==> src/rtl/ard_cmd_scheduler_pkg.sv <==
// Command encodings, FSM states and the command-to-pin mapping shared by the
// Arduino command scheduler, its requester interface and the testbench.
package ard_cmd_pkg;

   typedef enum logic [1:0] {
      CMD_RESET_POS = 2'd0,
      CMD_SEARCH    = 2'd1,
      CMD_PLACE     = 2'd2,
      CMD_STOP      = 2'd3
   } cmd_t;

   localparam logic [3:0] CMD_OH_RESET_POS = 4'b0010;
   localparam logic [3:0] CMD_OH_SEARCH    = 4'b1000;
   localparam logic [3:0] CMD_OH_PLACE     = 4'b0100;
   localparam logic [3:0] CMD_OH_STOP      = 4'b0001;

   typedef enum logic [1:0] {
      ST_IDLE,
      ST_SETUP,
      ST_STROBE,
      ST_GUARD
   } state_t;

   function automatic logic [3:0] cmd_to_onehot(input cmd_t cmd);
      case (cmd)
         CMD_RESET_POS: cmd_to_onehot = CMD_OH_RESET_POS;
         CMD_SEARCH:    cmd_to_onehot = CMD_OH_SEARCH;
         CMD_PLACE:     cmd_to_onehot = CMD_OH_PLACE;
         default:       cmd_to_onehot = CMD_OH_STOP;
      endcase
   endfunction

endpackage

==> src/rtl/ard_cmd_scheduler_if.sv <==
// Requester-side bundle: two command requesters plus the emergency abort line.
interface ard_cmd_scheduler_if;
   import ard_cmd_pkg::*;

   logic [1:0] req_valid;
   cmd_t       req_cmd0;
   cmd_t       req_cmd1;
   logic [1:0] req_ready;
   logic       abort_stop;

   modport master (
      output req_valid,
      output req_cmd0,
      output req_cmd1,
      output abort_stop,
      input  req_ready
   );

   modport slave (
      input  req_valid,
      input  req_cmd0,
      input  req_cmd1,
      input  abort_stop,
      output req_ready
   );

endinterface

==> src/rtl/ard_cmd_scheduler_phase_timer.sv <==
// Loadable down-counter that times one frame phase; it parks at zero.
module ard_phase_timer #(
   parameter int CNT_W = 27
) (
   input  logic             i_clk,
   input  logic             i_rst_n,
   input  logic             i_load,
   input  logic [CNT_W-1:0] i_load_val,
   output logic             o_zero
);

   logic [CNT_W-1:0] r_count;

   always_ff @(posedge i_clk or negedge i_rst_n) begin
      if (!i_rst_n) begin
         r_count <= '0;
      end else if (i_load) begin
         r_count <= i_load_val;
      end else if (r_count != '0) begin
         r_count <= r_count - CNT_W'(1);
      end
   end

   assign o_zero = (r_count == '0);

endmodule

==> src/rtl/ard_cmd_scheduler.sv <==
// Arbitrates the auto FSM and manual panel onto the Arduino GPIO command bus
// and emits each command as a SETUP / STROBE / GUARD frame, with STOP preemption.
module ard_cmd_scheduler
   import ard_cmd_pkg::*;
#(
   parameter int SETUP_CYCLES  = 25_000_000,
   parameter int STROBE_CYCLES = 25_000_000,
   parameter int GUARD_CYCLES  = 1_000_000,
   parameter int CNT_W         = 27
) (
   input  logic                i_clock_50,
   input  logic                i_resetn,
   ard_cmd_scheduler_if.slave  bus,
   output logic [4:0]          o_sig_out,
   output logic                o_busy,
   output logic                o_done
);

   localparam logic [CNT_W-1:0] SETUP_LOAD  = CNT_W'(SETUP_CYCLES - 1);
   localparam logic [CNT_W-1:0] STROBE_LOAD = CNT_W'(STROBE_CYCLES - 1);
   localparam logic [CNT_W-1:0] GUARD_LOAD  = CNT_W'(GUARD_CYCLES - 1);

   state_t           r_state, w_state_nxt;
   cmd_t             r_cmd, w_cmd_nxt;
   logic             r_last_grant, w_last_grant_nxt;
   logic [1:0]       w_grant;
   logic             w_load;
   logic [CNT_W-1:0] w_load_val;
   logic             w_zero;
   logic             w_done_nxt;
   logic [4:0]       r_sig_out;
   logic             r_busy;
   logic             r_done;

   ard_phase_timer #(.CNT_W(CNT_W)) u_phase_timer (
      .i_clk      (i_clock_50),
      .i_rst_n    (i_resetn),
      .i_load     (w_load),
      .i_load_val (w_load_val),
      .o_zero     (w_zero)
   );

   // r_last_grant=1 means port 1 won last, so port 0 wins the next tie.
   always_comb begin
      w_grant = 2'b00;
      if (r_state == ST_IDLE && !bus.abort_stop) begin
         if (bus.req_valid == 2'b11) begin
            w_grant = r_last_grant ? 2'b01 : 2'b10;
         end else begin
            w_grant = bus.req_valid;
         end
      end
   end

   assign bus.req_ready = w_grant;

   always_comb begin
      w_state_nxt      = r_state;
      w_cmd_nxt        = r_cmd;
      w_last_grant_nxt = r_last_grant;
      w_load           = 1'b0;
      w_load_val       = '0;
      w_done_nxt       = 1'b0;

      if (bus.abort_stop && (r_state == ST_IDLE || r_cmd != CMD_STOP)) begin
         w_state_nxt = ST_SETUP;
         w_cmd_nxt   = CMD_STOP;
         w_load      = 1'b1;
         w_load_val  = SETUP_LOAD;
      end else begin
         case (r_state)
            ST_IDLE: begin
               if (w_grant != 2'b00) begin
                  w_state_nxt      = ST_SETUP;
                  w_cmd_nxt        = w_grant[0] ? bus.req_cmd0 : bus.req_cmd1;
                  w_last_grant_nxt = w_grant[1];
                  w_load           = 1'b1;
                  w_load_val       = SETUP_LOAD;
               end
            end
            ST_SETUP: begin
               if (w_zero) begin
                  w_state_nxt = ST_STROBE;
                  w_load      = 1'b1;
                  w_load_val  = STROBE_LOAD;
               end
            end
            ST_STROBE: begin
               if (w_zero) begin
                  w_state_nxt = ST_GUARD;
                  w_load      = 1'b1;
                  w_load_val  = GUARD_LOAD;
               end
            end
            ST_GUARD: begin
               if (w_zero) begin
                  w_state_nxt = ST_IDLE;
                  w_done_nxt  = 1'b1;
               end
            end
            default: w_state_nxt = ST_IDLE;
         endcase
      end
   end

   // Outputs are registered from next-state so pins change exactly at phase edges.
   always_ff @(posedge i_clock_50 or negedge i_resetn) begin
      if (!i_resetn) begin
         r_state      <= ST_IDLE;
         r_cmd        <= CMD_RESET_POS;
         r_last_grant <= 1'b1;
         r_sig_out    <= {CMD_OH_RESET_POS, 1'b0};
         r_busy       <= 1'b0;
         r_done       <= 1'b0;
      end else begin
         r_state      <= w_state_nxt;
         r_cmd        <= w_cmd_nxt;
         r_last_grant <= w_last_grant_nxt;
         r_sig_out    <= {cmd_to_onehot(w_cmd_nxt), (w_state_nxt == ST_STROBE)};
         r_busy       <= (w_state_nxt != ST_IDLE);
         r_done       <= w_done_nxt;
      end
   end

   assign o_sig_out = r_sig_out;
   assign o_busy    = r_busy;
   assign o_done    = r_done;

endmodule

==> src/flat_wrapper.sv <==
// flat-port wrapper written by rule: the top's interface ports become plain ports
module ard_cmd_scheduler_flat import ard_cmd_pkg::*;
#(
   parameter int SETUP_CYCLES  = 25_000_000,
   parameter int STROBE_CYCLES = 25_000_000,
   parameter int GUARD_CYCLES  = 1_000_000,
   parameter int CNT_W         = 27
)
  (i_clock_50, i_resetn, o_sig_out, o_busy, o_done, bus_req_valid, bus_req_cmd0, bus_req_cmd1, bus_abort_stop, bus_req_ready);
  ard_cmd_scheduler_if bus_i ();
  input  logic i_clock_50;
  input  logic i_resetn;
  output logic [4:0] o_sig_out;
  output logic o_busy;
  output logic o_done;
  input wire logic [$bits(bus_i.req_valid)-1:0] bus_req_valid;
  input wire logic [$bits(bus_i.req_cmd0)-1:0] bus_req_cmd0;
  input wire logic [$bits(bus_i.req_cmd1)-1:0] bus_req_cmd1;
  input wire logic [$bits(bus_i.abort_stop)-1:0] bus_abort_stop;
  output wire logic [$bits(bus_i.req_ready)-1:0] bus_req_ready;
  assign bus_i.req_valid = bus_req_valid;
  assign bus_i.req_cmd0 = bus_req_cmd0;
  assign bus_i.req_cmd1 = bus_req_cmd1;
  assign bus_i.abort_stop = bus_abort_stop;
  assign bus_req_ready = bus_i.req_ready;
  ard_cmd_scheduler #(.SETUP_CYCLES(SETUP_CYCLES), .STROBE_CYCLES(STROBE_CYCLES), .GUARD_CYCLES(GUARD_CYCLES), .CNT_W(CNT_W)) u_core (.i_clock_50(i_clock_50), .i_resetn(i_resetn), .bus(bus_i), .o_sig_out(o_sig_out), .o_busy(o_busy), .o_done(o_done));
endmodule
==> config.mk <==
export PLATFORM = sky130hd
export DESIGN_NAME = ard_cmd_scheduler_flat
export DESIGN_NICKNAME = d
export VERILOG_FILES = /design/src/rtl/ard_cmd_scheduler_pkg.sv /design/src/rtl/ard_cmd_scheduler_if.sv /design/src/rtl/ard_cmd_scheduler_phase_timer.sv /design/src/rtl/ard_cmd_scheduler.sv /design/src/flat_wrapper.sv
export SDC_FILE = /design/constraint.sdc
export NUM_CORES = 1
export LEC_CHECK = 0
export ABC_AREA = 1
export BUFFER_PORTS_ARGS = -buffer_cell sky130_fd_sc_hd__buf_2
export CORE_MARGIN = 2
export CORE_UTILIZATION = 55
export CTS_BUF_LIST = sky130_fd_sc_hd__clkbuf_8
export DETAILED_ROUTE_END_ITERATION = 6
export MAX_ROUTING_LAYER = met4
export PLACE_DENSITY_LB_ADDON = 0.08
export SETUP_SLACK_MARGIN = 0.2
export SLEW_MARGIN = 20
export SYNTH_ARGS = -nofsm -noshare
export SYNTH_HDL_FRONTEND = slang
export SYNTH_SLANG_ARGS = --single-unit
==> constraint.sdc <==
create_clock -name i_clock_50 -period 1.8 [get_ports i_clock_50]
set_clock_uncertainty 0.1 [all_clocks]
set_input_delay 0.18 -clock i_clock_50 [delete_from_list [all_inputs] [get_ports i_clock_50]]
set_output_delay 0.18 -clock i_clock_50 [all_outputs]
set_load 0.03 [all_outputs]
==> impl_results.md, run 1 <==
* Outcome: complete, but fails checks
* Failing checks: negative setup slack
* Internal power at approximately 3500 µW
* Post-route minimum period at ~1.8 ns
* Relative slew slack at 0.687
* Pin slew with the least headroom to its limit at 0.470 ns
* Total grt overflow at 0
* Sw Ratio at 0.446
* Vias per cell at 5.17
* Num CTS Buffers at 5
* Reg2Reg Capture Point: u_core.u_phase_timer.r_count[23]$_DFFE_PN0P_
* Worst EP required at 1.89 ns
* Number of diodes at 0
* # rows at 24
* Total wire length at ~6.6 mm
* Final hold vios at 0
* Fillers at 247
* Residual DRC at 0
* Hold Path Stages at 3
* Total Power at 6330 µW
* Net switching power at 2820 µW
* Largest net degree at the start of global routing at 21
* Gate power share at 0.625
* Max frequency at 543 MHz
* Tcrit/Tclk final at 1.02
* Synth cell types at 35
* Worst Path Max Fanout at 3
* Post-synth ARST share at 1.00
* Post-Synthesis Cells at 301
* Post-synth EDFFs at 0
* CTS tree: yes
* Flop2flop setup slack at -0.04 ns
* Total die area at 4990 µm²
* Worst Setup End Kind: flip-flop
* Wire per inst at 15.7 µm
* Final setup fails at 31
* Clk network pwr share at 0.139
* Initial Util at 0.565
* Die Height at 70.6 µm
* Hold_sp: bus_req_cmd1[0]
* Area delta synth->final at 45.9%
* Final setup TNS at -0.599 ns
* Final max-slew violation count at 0
* Sequential power share at 0.235
* Critical path class: flip-flop to flip-flop
* Worst-case clock buffer depth at 2
* Global-route wire length before repair at slightly above 10 mm
* Unrepaired setup endpoints after global routing: true
* Cell leakage power at 0.00174 µW
* Gr usage total at 0.274
* Post-synthesis net count at approximately 320
* R2R depth at 9
* Synth Flop Type: dfrtp_1
* Core area at 4320 µm²
* Max_cap viols at 0
* Final setup margin at -0.0425 ns
* I/O Pins at 18
* Layout Utilization at 0.824
* Clock transition at path regs at about 0.08 ns
* Number of synthesized register bits at 39
* Crit start category: flip-flop
* H-tree depth at 2
* Via count at 2,186
* Syn Area/Cell at 8.11 µm²
* Worst-Skew Late Latency at around 0.3 ns
* Root Driver: clkbuf_8
* Worst R2R Start: u_core.u_phase_timer.r_count[12]$_DFFE_PN0P_
* Die span in x at 70.6 µm
* Routed Antenna Nets at 0
* Worst hold endpoint: u_core.r_cmd[0]$_DFF_PN0_
* Initial antenna violation count at 0
* Critical Path AT at roughly 1.9 ns
* Input/output buffers at 17
* Syn Std Cell Area at 2440 µm²
* Peak supply drop at 0.000886 V
* Yosys warning count at 0
* Nets@finish at 385
* Seq/Total Area, Yosys at 0.401
* DR iter-0 viols at about 150
* Final GP Congestion at ~0.91
* Vias in the first global route at 2,159
* Clock sinks at 39
* Number of detailed-route iterations in the first pass at 4
* Hold/Removal Path Class: input port to flip-flop
* Power per cell area at 1780 nW/µm²
* Share of cells above drive strength 1 at 0.512
* Post-DP HPWL at 4.37 mm
[through the flow]
step,cells,hold slack (ns),setup slack [ns],area (µm²)
2_1_floorplan,301,-0.216,-0.133,2630
3_3_place_gp,400,0.0540,-0.0142,3040
3_5_place_dp,400,0.0577,-0.0633,3040
4_1_cts,416,0.114,-0.0185,3390
5_1_grt,423,0.162,-0.167,3560
6_report,423,0.121,-0.0425,3560
[power groups by stage]
stage | logic, µW | clock network, µW | registers, µW
2_1_floorplan | 2170 | 0 | 1550
3_3_place_gp | 3180 | 0 | 1450
3_5_place_dp | 3240 | 0 | 1460
4_1_cts | 3620 | 886 | 1460
5_1_grt | 4300 | 915 | 1530
6_report | 3960 | 883 | 1490
[worst max path at each step]
| stage | from | to | slack [ns] | depth (start not counted) |
|---|---|---|---|---|
| after global placement | u_core.u_phase_timer.r_count[6]$_DFFE_PN0P_ | u_core.u_phase_timer.r_count[17]$_DFFE_PN0P_ | -0.01 | 10 |
| after floorplan | u_core.r_state[1]$_DFF_PN0_ | u_core.o_sig_out[1]$_DFF_PN0_ | -0.13 | 11 |
| after detailed placement | u_core.r_state[1]$_DFF_PN0_ | u_core.o_sig_out[1]$_DFF_PN0_ | -0.06 | 11 |
| after CTS | u_core.u_phase_timer.r_count[1]$_DFFE_PN0P_ | u_core.u_phase_timer.r_count[17]$_DFFE_PN0P_ | -0.02 | 14 |
| after global routing | u_core.r_state[1]$_DFF_PN0_ | u_core.o_sig_out[1]$_DFF_PN0_ | -0.17 | 12 |
| final | u_core.u_phase_timer.r_count[12]$_DFFE_PN0P_ | u_core.u_phase_timer.r_count[23]$_DFFE_PN0P_ | -0.04 | 9 |
[synthesized netlist by cell type, types with 2 or more instances]
master,instances,area (µm²)
nand2_1,56,210
nor2_1,39,146
dfrtp_1,37,926
inv_1,33,124
nand3_1,25,125
xor2_1,12,105
a21oi_2,10,87.6
a21oi_1,9,45.0
xnor2_1,9,78.8
nor2_2,7,43.8
nor3_1,7,35.0
ha_1,6,75.1
inv_2,5,18.8
nand4_1,5,31.3
nand2_2,4,25.0
nand2_4,4,45.0
nand3_2,4,40.0
o21ai_0,4,20.0
buf_6,3,33.8
and2_1,2,12.5
buf_2,2,10.0
dfstp_2,2,52.6
inv_4,2,12.5
nor2_4,2,22.5
o211ai_1,2,15.0
[logic make-up (layout without fill, tap and decap cells)]
kind of cell / after synthesis / in the layout / share of synthesized area
buffers and inverters: 46 / 115 / 0.0830
XOR/XNOR: 21 / 21 / 0.0753
AO/OA/AOI/OAI: 28 / 28 / 0.0804
AND/OR/NAND/NOR: 161 / 162 / 0.330
adder cells (fa/ha/maj): 6 / 6 / 0.0307
flip-flops: 39 / 39 / 0.401
[cell usage in the layout (no fill, tap or decap), types with 7 or more instances in the layout]
cell type,instances
a21oi_2,17
buf_2,15
buf_4,38
dfrtp_1,37
inv_1,24
inv_2,13
nand2_1,47
nand2_2,8
nand3_1,7
nand3_2,21
nor2_1,26
nor2_2,13
nor2_4,9
xnor2_1,8
xor2_1,11
[registers in the layout (all words and copies together) (netlist names)]
name                          flops
u_core.r_last_grant               1
u_core.o_sig_out                  5
u_core.o_done                     1
u_core.u_phase_timer.r_count     27
u_core.r_cmd                      2
u_core.r_state                    2
u_core.o_busy                     1
[critical path, stage by stage, from the launching register on]
cell and delay [ns]:
dfrtp_1 0.42, buf_6 0.14, nor2_1 0.08, nand2_1 0.07
nor2_2 0.18, nand2_2 0.13, nor3_4 0.17, nand4_1 0.17
xor2_2 0.24, nor2_4 0.04
[layout make-up]
cell class | instances | area [µm²] | area share
Sequential cell | 39 | 978 | 0.275
Inverter | 41 | 171 | 0.0481
Clock buffer | 5 | 68.8 | 0.0193
Multi-Input combinational cell | 217 | 1640 | 0.461
Clock inverter | 3 | 67.6 | 0.0190
Tap cell | 52 | 65.1 | 0.0183
Timing Repair Buffer | 66 | 568 | 0.159
[layer usage]
metal,wire length [µm],GRT usage,vias up,share of wire
li1,-,-,1095,-
met1,2950,0.368,1036,0.44
met2,3340,0.429,44,0.50
met3,253,0.0456,11,0.038
met4,97,0.0860,0,0.015
met5,0,-,-,0
[repair_timing]
action,in CTS,in global routing
hold buffers,1,0
endpoints found under the setup margin,39,39
gates cloned,1,2
gates resized for setup,42,23
buffers inserted,6,5
pin swaps,22,17
endpoints found under the hold margin,19,0
Power figures use the tool's default switching activity.
==> inputs of run 2 (changes only) <==
--- a/config.mk
+++ b/config.mk
@@ -12,7 +12,7 @@
 export CTS_BUF_LIST = sky130_fd_sc_hd__clkbuf_8
 export DETAILED_ROUTE_END_ITERATION = 6
 export MAX_ROUTING_LAYER = met4
-export PLACE_DENSITY_LB_ADDON = 0.08
+export PLACE_DENSITY = 0.8
 export SETUP_SLACK_MARGIN = 0.2
 export SLEW_MARGIN = 20
 export SYNTH_ARGS = -nofsm -noshare
==> impl_results.md, run 2 (synthesis gave the netlist of run 1 again) <==
* Peak supply drop at 0.000960 V (was 0.000886 V)
* Core area at 4320 µm² (unchanged)
* Power per cell area at 1780 nW/µm² (about the same)
* Vias in the first global route at 2,244 (was 2,159)
* Global-route wire length before repair at 11.0 mm (was 10.3 mm)
* Hold Path Stages at 3 (unchanged)
* Non-filler cells, final at 435 (was 423)
* Die span in x at 70.6 µm (unchanged)
* Outcome: complete, but fails checks (unchanged)
* Clock sinks at 39 (unchanged)
* Total die area at 4990 µm² (unchanged)
* Critical Path AT at 2.11 ns (was 1.93 ns)
* Post-route minimum period at 1.98 ns (was 1.84 ns)
* Die Height at 70.6 µm (unchanged)
* Tcrit/Tclk final at 1.10 (was 1.02)
* Pin slew with the least headroom to its limit at 0.510 ns (was 0.470 ns)
* Vias per cell at 5.59 (was 5.17)
* Commonest non-fill, non-tap cell in the layout: buf_4 (was nand2_1)
* Total wire length at 7.78 mm (was 6.64 mm)
* Relative slew slack at 0.660 (was 0.687)
* Final hold vios at 0 (unchanged)
* Failing checks: negative setup slack (unchanged)
* Residual DRC at 0 (unchanged)
* Final max-slew violation count at 0 (unchanged)
* Hold/Removal Path Class: input port to flip-flop (unchanged)
* Most frequent cells in the layout: buf_4 (53), nand2_1 (49), dfrtp_1 (37) (was nand2_1 (47), buf_4 (38), dfrtp_1 (37))
* Final GP Congestion at 0.898 (was 0.914)
* Worst Setup End Kind: flip-flop (unchanged)
* R2R depth at 11 (was 9)
* DR iter-0 viols at 234 (was 146)
* Worst-case clock buffer depth at 2 (unchanged)
* Cell leakage power at 0.00175 µW (was 0.00174 µW)
* Post-DP HPWL at 4.60 mm (was 4.37 mm)
* Max frequency at 505 MHz (was 543 MHz)
* Input/output buffers at 17 (unchanged)
* Final Cell Area at 3560 µm² (about the same)
* Worst EP required at 1.93 ns (was 1.89 ns)
* Gr usage total at 0.298 (was 0.274)
* Unrepaired setup endpoints after global routing: true (unchanged)
* Clock transition at path regs at 0.09 ns (was 0.08 ns)
* Nets@finish at 397 (was 385)
* Area delta synth->final at 45.7% (was 45.9%)
* Total Power at 6320 µW (was 6330 µW)
* Flop2flop setup slack at -0.18 ns (was -0.04 ns)
* Min Hold Slack at 0.163 ns (was 0.121 ns)
* Max_cap viols at 0 (unchanged)
* Crit start category: flip-flop (unchanged)
* Initial Util at 0.565 (unchanged)
* Largest net degree at the start of global routing at 40 (was 21)
* Worst Path Max Fanout at 7 (was 3)
* Number of detailed-route iterations in the first pass at 4 (unchanged)
* # rows at 24 (unchanged)
* Initial antenna violation count at 0 (unchanged)
* Share of cells above drive strength 1 at 0.509 (was 0.512)
* Via count at 2,431 (was 2,186)
* Register area at 978 µm² (unchanged)
* Fillers at 243 (was 247)
* CTS tree: yes (unchanged)
* Wire per inst at 17.9 µm (was 15.7 µm)
* Total grt overflow at 0 (unchanged)
* Routed Antenna Nets at 0 (unchanged)
* Biggest register: u_core.u_phase_timer.r_count (unchanged)
* Final setup fails at 37 (was 31)
* Placed Cells at 404 (was 400)
* I/O Pins at 18 (unchanged)
* Worst-Skew Late Latency at 0.30 ns (about the same)
* Number of diodes at 0 (unchanged)
* Root Driver: clkbuf_8 (unchanged)
* Number of flip-flops in the largest register at 27 (unchanged)
* Final setup margin at -0.182 ns (was -0.0425 ns)
* Num CTS Buffers at 5 (unchanged)
* Critical path class: flip-flop to flip-flop (unchanged)
* Multi-input logic area at 1640 µm² (about the same)
* H-tree depth at 2 (unchanged)
* Placed instance area at 3030 µm² (was 3040 µm²)
## run 2: cell types whose count changed in the layout (fill, tap and decap cells not counted), moves of 2 or more
cell,change
o21ai_2,+2
nand2_1,+2
buf_12,-3
inv_6,-2
clkbuf_16,-2
a21oi_4,+2
ha_2,-2
nor2_1,+2
ha_1,+2
buf_4,+15
a21oi_2,-2
inv_1,+2
buf_6,+2
## run 2: timing repair
action / in CTS / in global routing
endpoints found under the hold margin: 37 / 0
gates resized for setup: 35 / 25
endpoints found under the setup margin: 39 / 40
pin swaps: 28 / 23
gates cloned: 1 / 0
setup buffers: 6 / 15
hold buffers: 1 / 0
## run 2: worst paths after layout
check | startpoint | end
hold / removal | bus_req_cmd1[0] | u_core.r_cmd[0]$_DFF_PN0_
max in group asynchronous | i_resetn | u_core.r_last_grant$_DFFE_PN1P_
hold reg to reg | u_core.u_phase_timer.r_count[25]$_DFFE_PN0P_ | u_core.u_phase_timer.r_count[25]$_DFFE_PN0P_
setup reg to reg | u_core.u_phase_timer.r_count[8]$_DFFE_PN0P_ | u_core.u_phase_timer.r_count[5]$_DFFE_PN0P_
setup / recovery | u_core.u_phase_timer.r_count[8]$_DFFE_PN0P_ | u_core.u_phase_timer.r_count[5]$_DFFE_PN0P_
min in group asynchronous | i_resetn | u_core.u_phase_timer.r_count[11]$_DFFE_PN0P_
## run 2: layout make-up
class,instances,share of cell area
repair buffers,78,0.167
inverters,41,0.0475
well taps,52,0.0183
clock inverters,2,0.00985
clock buffers,6,0.0232
multi-input cells,217,0.460
flip-flops and latches,39,0.275
## run 2: through the flow
| stage | util | setup TNS, ns | setup slack [ns] |
|---|---|---|---|
| 3_5_place_dp | 0.701 | -0.854 | -0.0950 |
| 3_3_place_gp | 0.701 | -0.0627 | -0.0627 |
| 4_1_cts | 0.771 | -0.191 | -0.0232 |
| 5_1_grt | 0.823 | -6.36 | -0.233 |
| 2_1_floorplan | - | -0.586 | -0.133 |
| 6_report | 0.823 | -3.55 | -0.182 |
## run 2: layer usage
metal  global-route usage  share of wire  vias to the layer above
met5                    -              0                        -
met2                0.490           0.52                       94
met4               0.0901          0.038                        0
met3               0.0556          0.048                       30
met1                0.379           0.39                     1186
li1                     -              -                     1121
## run 2: critical path, stage by stage, from the launching register on
cell and delay (ns):
dfrtp_1 0.44, nor2_2 0.18, nand2_1 0.09, inv_2 0.07
nand2_2 0.07, nor2_4 0.14, nand3_2 0.13, nand2_4 0.12
nand2_8 0.10, nand2_8 0.15, nand2_4 0.12, a21oi_2 0.18
## run 2: power by group
group	switching (µW)	leakage, µW	total [µW]	internal (µW)
Clock	320	0.0000612	769	449
Combinational	2330	0.00120	4070	1730
Sequential	267	0.000492	1490	1220
==> inputs of run 3 (changes only) <==
--- a/config.mk
+++ b/config.mk
@@ -7,13 +7,12 @@
 export LEC_CHECK = 0
 export ABC_AREA = 1
 export BUFFER_PORTS_ARGS = -buffer_cell sky130_fd_sc_hd__buf_2
-export CORE_MARGIN = 2
+export CORE_MARGIN = 10
 export CORE_UTILIZATION = 55
 export CTS_BUF_LIST = sky130_fd_sc_hd__clkbuf_8
 export DETAILED_ROUTE_END_ITERATION = 6
 export MAX_ROUTING_LAYER = met4
 export PLACE_DENSITY = 0.8
-export SETUP_SLACK_MARGIN = 0.2
 export SLEW_MARGIN = 20
 export SYNTH_ARGS = -nofsm -noshare
 export SYNTH_HDL_FRONTEND = slang
==> impl_results.md, run 3 (synthesis gave the netlist of run 1 again) <==
* Min Hold Slack at 0.165 ns (was 0.163 ns)
* Most frequent cells in the layout: buf_4 (49), nand2_1 (43), dfrtp_1 (35) (was buf_4 (53), nand2_1 (49), dfrtp_1 (37))
* Unrepaired setup endpoints after global routing: true (unchanged)
* Die span in x at 86.6 µm (was 70.6 µm)
* Vias per cell at 6.01 (was 5.59)
* Max incr delay on CP at 0.46 ns (was 0.44 ns)
* Biggest register: u_core.u_phase_timer.r_count (unchanged)
* DR iter-0 viols at 358 (was 234)
* Outcome: complete, but fails checks (unchanged)
* Worst Setup End Kind: flip-flop (unchanged)
* Crit start category: flip-flop (unchanged)
* Number of detailed-route iterations in the first pass at 5 (was 4)
* Max frequency at 494 MHz (was 505 MHz)
* Worst-case clock buffer depth at 2 (unchanged)
* Power per cell area at 1860 nW/µm² (was 1780 nW/µm²)
* Register area at 981 µm² (was 978 µm²)
* Number of flip-flops in the largest register at 27 (unchanged)
* M1 WL at 3.23 mm (was 3.06 mm)
* Final setup margin at -0.223 ns (was -0.182 ns)
* Largest net degree at the start of global routing at 40 (unchanged)
* Peak supply drop at 0.00116 V (was 0.000960 V)
* Met2 wire len at 4.51 mm (was 4.05 mm)
* Number of diodes at 0 (unchanged)
* Gr usage total at 0.186 (was 0.298)
* Final GP Congestion at 0.946 (was 0.898)
* Input/output buffers at 17 (unchanged)
* Worst Path Max Fanout at 4 (was 7)
* Wire length on met3 at 894 µm (was 372 µm)
* Core area at 4320 µm² (unchanged)
* Final setup fails at 39 (was 37)
* Area delta synth->final at 48.4% (was 45.7%)
* Total Power at 6730 µW (was 6320 µW)
* Vias in the first global route at 2,357 (was 2,244)
* Clock sinks at 39 (unchanged)
* Post-route minimum period at 2.02 ns (was 1.98 ns)
* Placed instance area at 2960 µm² (was 3030 µm²)
* Die Height at 86.6 µm (was 70.6 µm)
* Critical Path AT at 2.17 ns (was 2.11 ns)
* Failing checks: negative setup slack (unchanged)
* Slowest cell on the critical path: dfrtp_1 (unchanged)
* Initial antenna violation count at 0 (unchanged)
* Root Driver: clkbuf_8 (unchanged)
* Pin slew with the least headroom to its limit at 0.487 ns (was 0.510 ns)
* Clock transition at path regs at 0.08 ns (was 0.09 ns)
* Post-DP HPWL at 4.49 mm (was 4.60 mm)
* Via count at 2,632 (was 2,431)
* Residual DRC at 0 (unchanged)
* Nets@finish at 400 (was 397)
* Hold/Removal Path Class: input port to flip-flop (unchanged)
* Crit-path cells: nor2_1 > nand2_2 > nor2_2 > nand2_2 > nor2_2 > buf_6 > xor2_1 > nand3_1 > nand2_1 > nand2_1 > inv_1 (was nor2_2 > nand2_1 > inv_2 > nand2_2 > nor2_4 > nand3_2 > nand2_4 > nand2_8 > nand2_8 > nand2_4 > a21oi_2)
* Worst-Skew Late Latency at 0.31 ns (was 0.30 ns)
* Total grt overflow at 0 (unchanged)
* Relative slew slack at 0.675 (was 0.660)
* Commonest non-fill, non-tap cell in the layout: buf_4 (unchanged)
* Share of cells above drive strength 1 at 0.510 (was 0.509)
* Critical path buffers and inverters at 2 (was 1)
* DP Worst Slack at -0.0657 ns (was -0.0950 ns)
* I/O Pins at 18 (unchanged)
* Tcrit/Tclk final at 1.12 (was 1.10)
* Max Used Layer: met4 (unchanged)
* Total die area at 7510 µm² (was 4990 µm²)
* Fillers at 225 (was 243)
* Total wire length at 9.15 mm (was 7.78 mm)
* Multi-input logic area at 1610 µm² (was 1640 µm²)
* # rows at 24 (unchanged)
* Cell leakage power at 0.00176 µW (was 0.00175 µW)
* H-tree depth at 2 (unchanged)
* Final hold vios at 0 (unchanged)
* Initial Util at 0.565 (unchanged)
* Final Cell Area at 3620 µm² (was 3560 µm²)
* CTS tree: yes (unchanged)
* Final setup TNS at -5.60 ns (was -3.55 ns)
* Num CTS Buffers at 5 (unchanged)
* Critical path class: flip-flop to flip-flop (unchanged)
* Worst EP required at 1.95 ns (was 1.93 ns)
* Final max-slew violation count at 0 (unchanged)
* Wire per inst at 20.9 µm (was 17.9 µm)
* Routed Antenna Nets at 0 (unchanged)
* Max_cap viols at 0 (unchanged)
* Global-route wire length before repair at 11.0 mm (about the same)
* Crit path max-delay family: simple AND/OR/NAND/NOR gates (unchanged)
## run 3: cell count changes in the layout (fill, tap and decap cells not counted), sizes merged
cell,before,now
nand2,66,67
clkinvlp,0,1
buf,77,79
inv,40,39
clkbuf,6,5
bufinv,1,2
## run 3: tightest hold or removal path, delay by kind of cell
kind,cells,cell delay [ns]
compound gates,1,0.12
buf+inv,1,0.09
simple gates,1,0.13
## run 3: worst paths after layout
kind                                                                    from                                      endpoint  slack [ns]  cells after the start
worst min-delay path                                         bus_req_cmd1[0]                     u_core.r_cmd[0]$_DFF_PN0_        0.16                      3
worst max register to register   u_core.u_phase_timer.r_count[9]$_DFFE_PN0P_  u_core.u_phase_timer.r_count[17]$_DFFE_PN0P_       -0.22                     11
min in group asynchronous                                           i_resetn                 u_core.o_sig_out[3]$_DFF_PN0_        0.34                      3
max in group asynchronous                                           i_resetn               u_core.r_last_grant$_DFFE_PN1P_        0.89                      3
worst max-delay path             u_core.u_phase_timer.r_count[9]$_DFFE_PN0P_  u_core.u_phase_timer.r_count[17]$_DFFE_PN0P_       -0.22                     11
worst min register to register  u_core.u_phase_timer.r_count[26]$_DFFE_PN0P_  u_core.u_phase_timer.r_count[26]$_DFFE_PN0P_        0.46                      2
## run 3: cell type report
type	instances	share of cell area
tap	52	0.0180
multi-input combinational	218	0.444
sequential	39	0.271
inverter	41	0.0494
clock buffer	5	0.0190
clock inverter	3	0.0186
timing repair buffer	80	0.180
## run 3: metrics by stage
stage	utilization	instances
final	0.838	438
after global routing	0.838	438
after CTS	0.741	423
after detailed placement	0.683	412
after global placement	0.683	412
after floorplan	-	301
## run 3: report_power, final
part | switching (µW) | total, µW | internal, µW
Sequential | 312 | 1540 | 1230
Clock | 341 | 894 | 553
Combinational | 2490 | 4300 | 1810
## run 3: metal layers
| metal | up-vias | track usage |
|---|---|---|
| met5 | - | - |
| met4 | 0 | 0.0722 |
| met3 | 63 | 0.0347 |
| met2 | 203 | 0.318 |
| met1 | 1244 | 0.211 |
| li1 | 1122 | - |
## run 3: what timing repair did
action                                  in CTS  in global routing
pin swaps                                    6                 34
hold buffers                                 1                  0
cloned                                       1                  1
endpoints found under the hold margin       37                  0
buffers inserted                             1                 14
endpoints found under the setup margin      24                 39
resized for setup                           25                 71
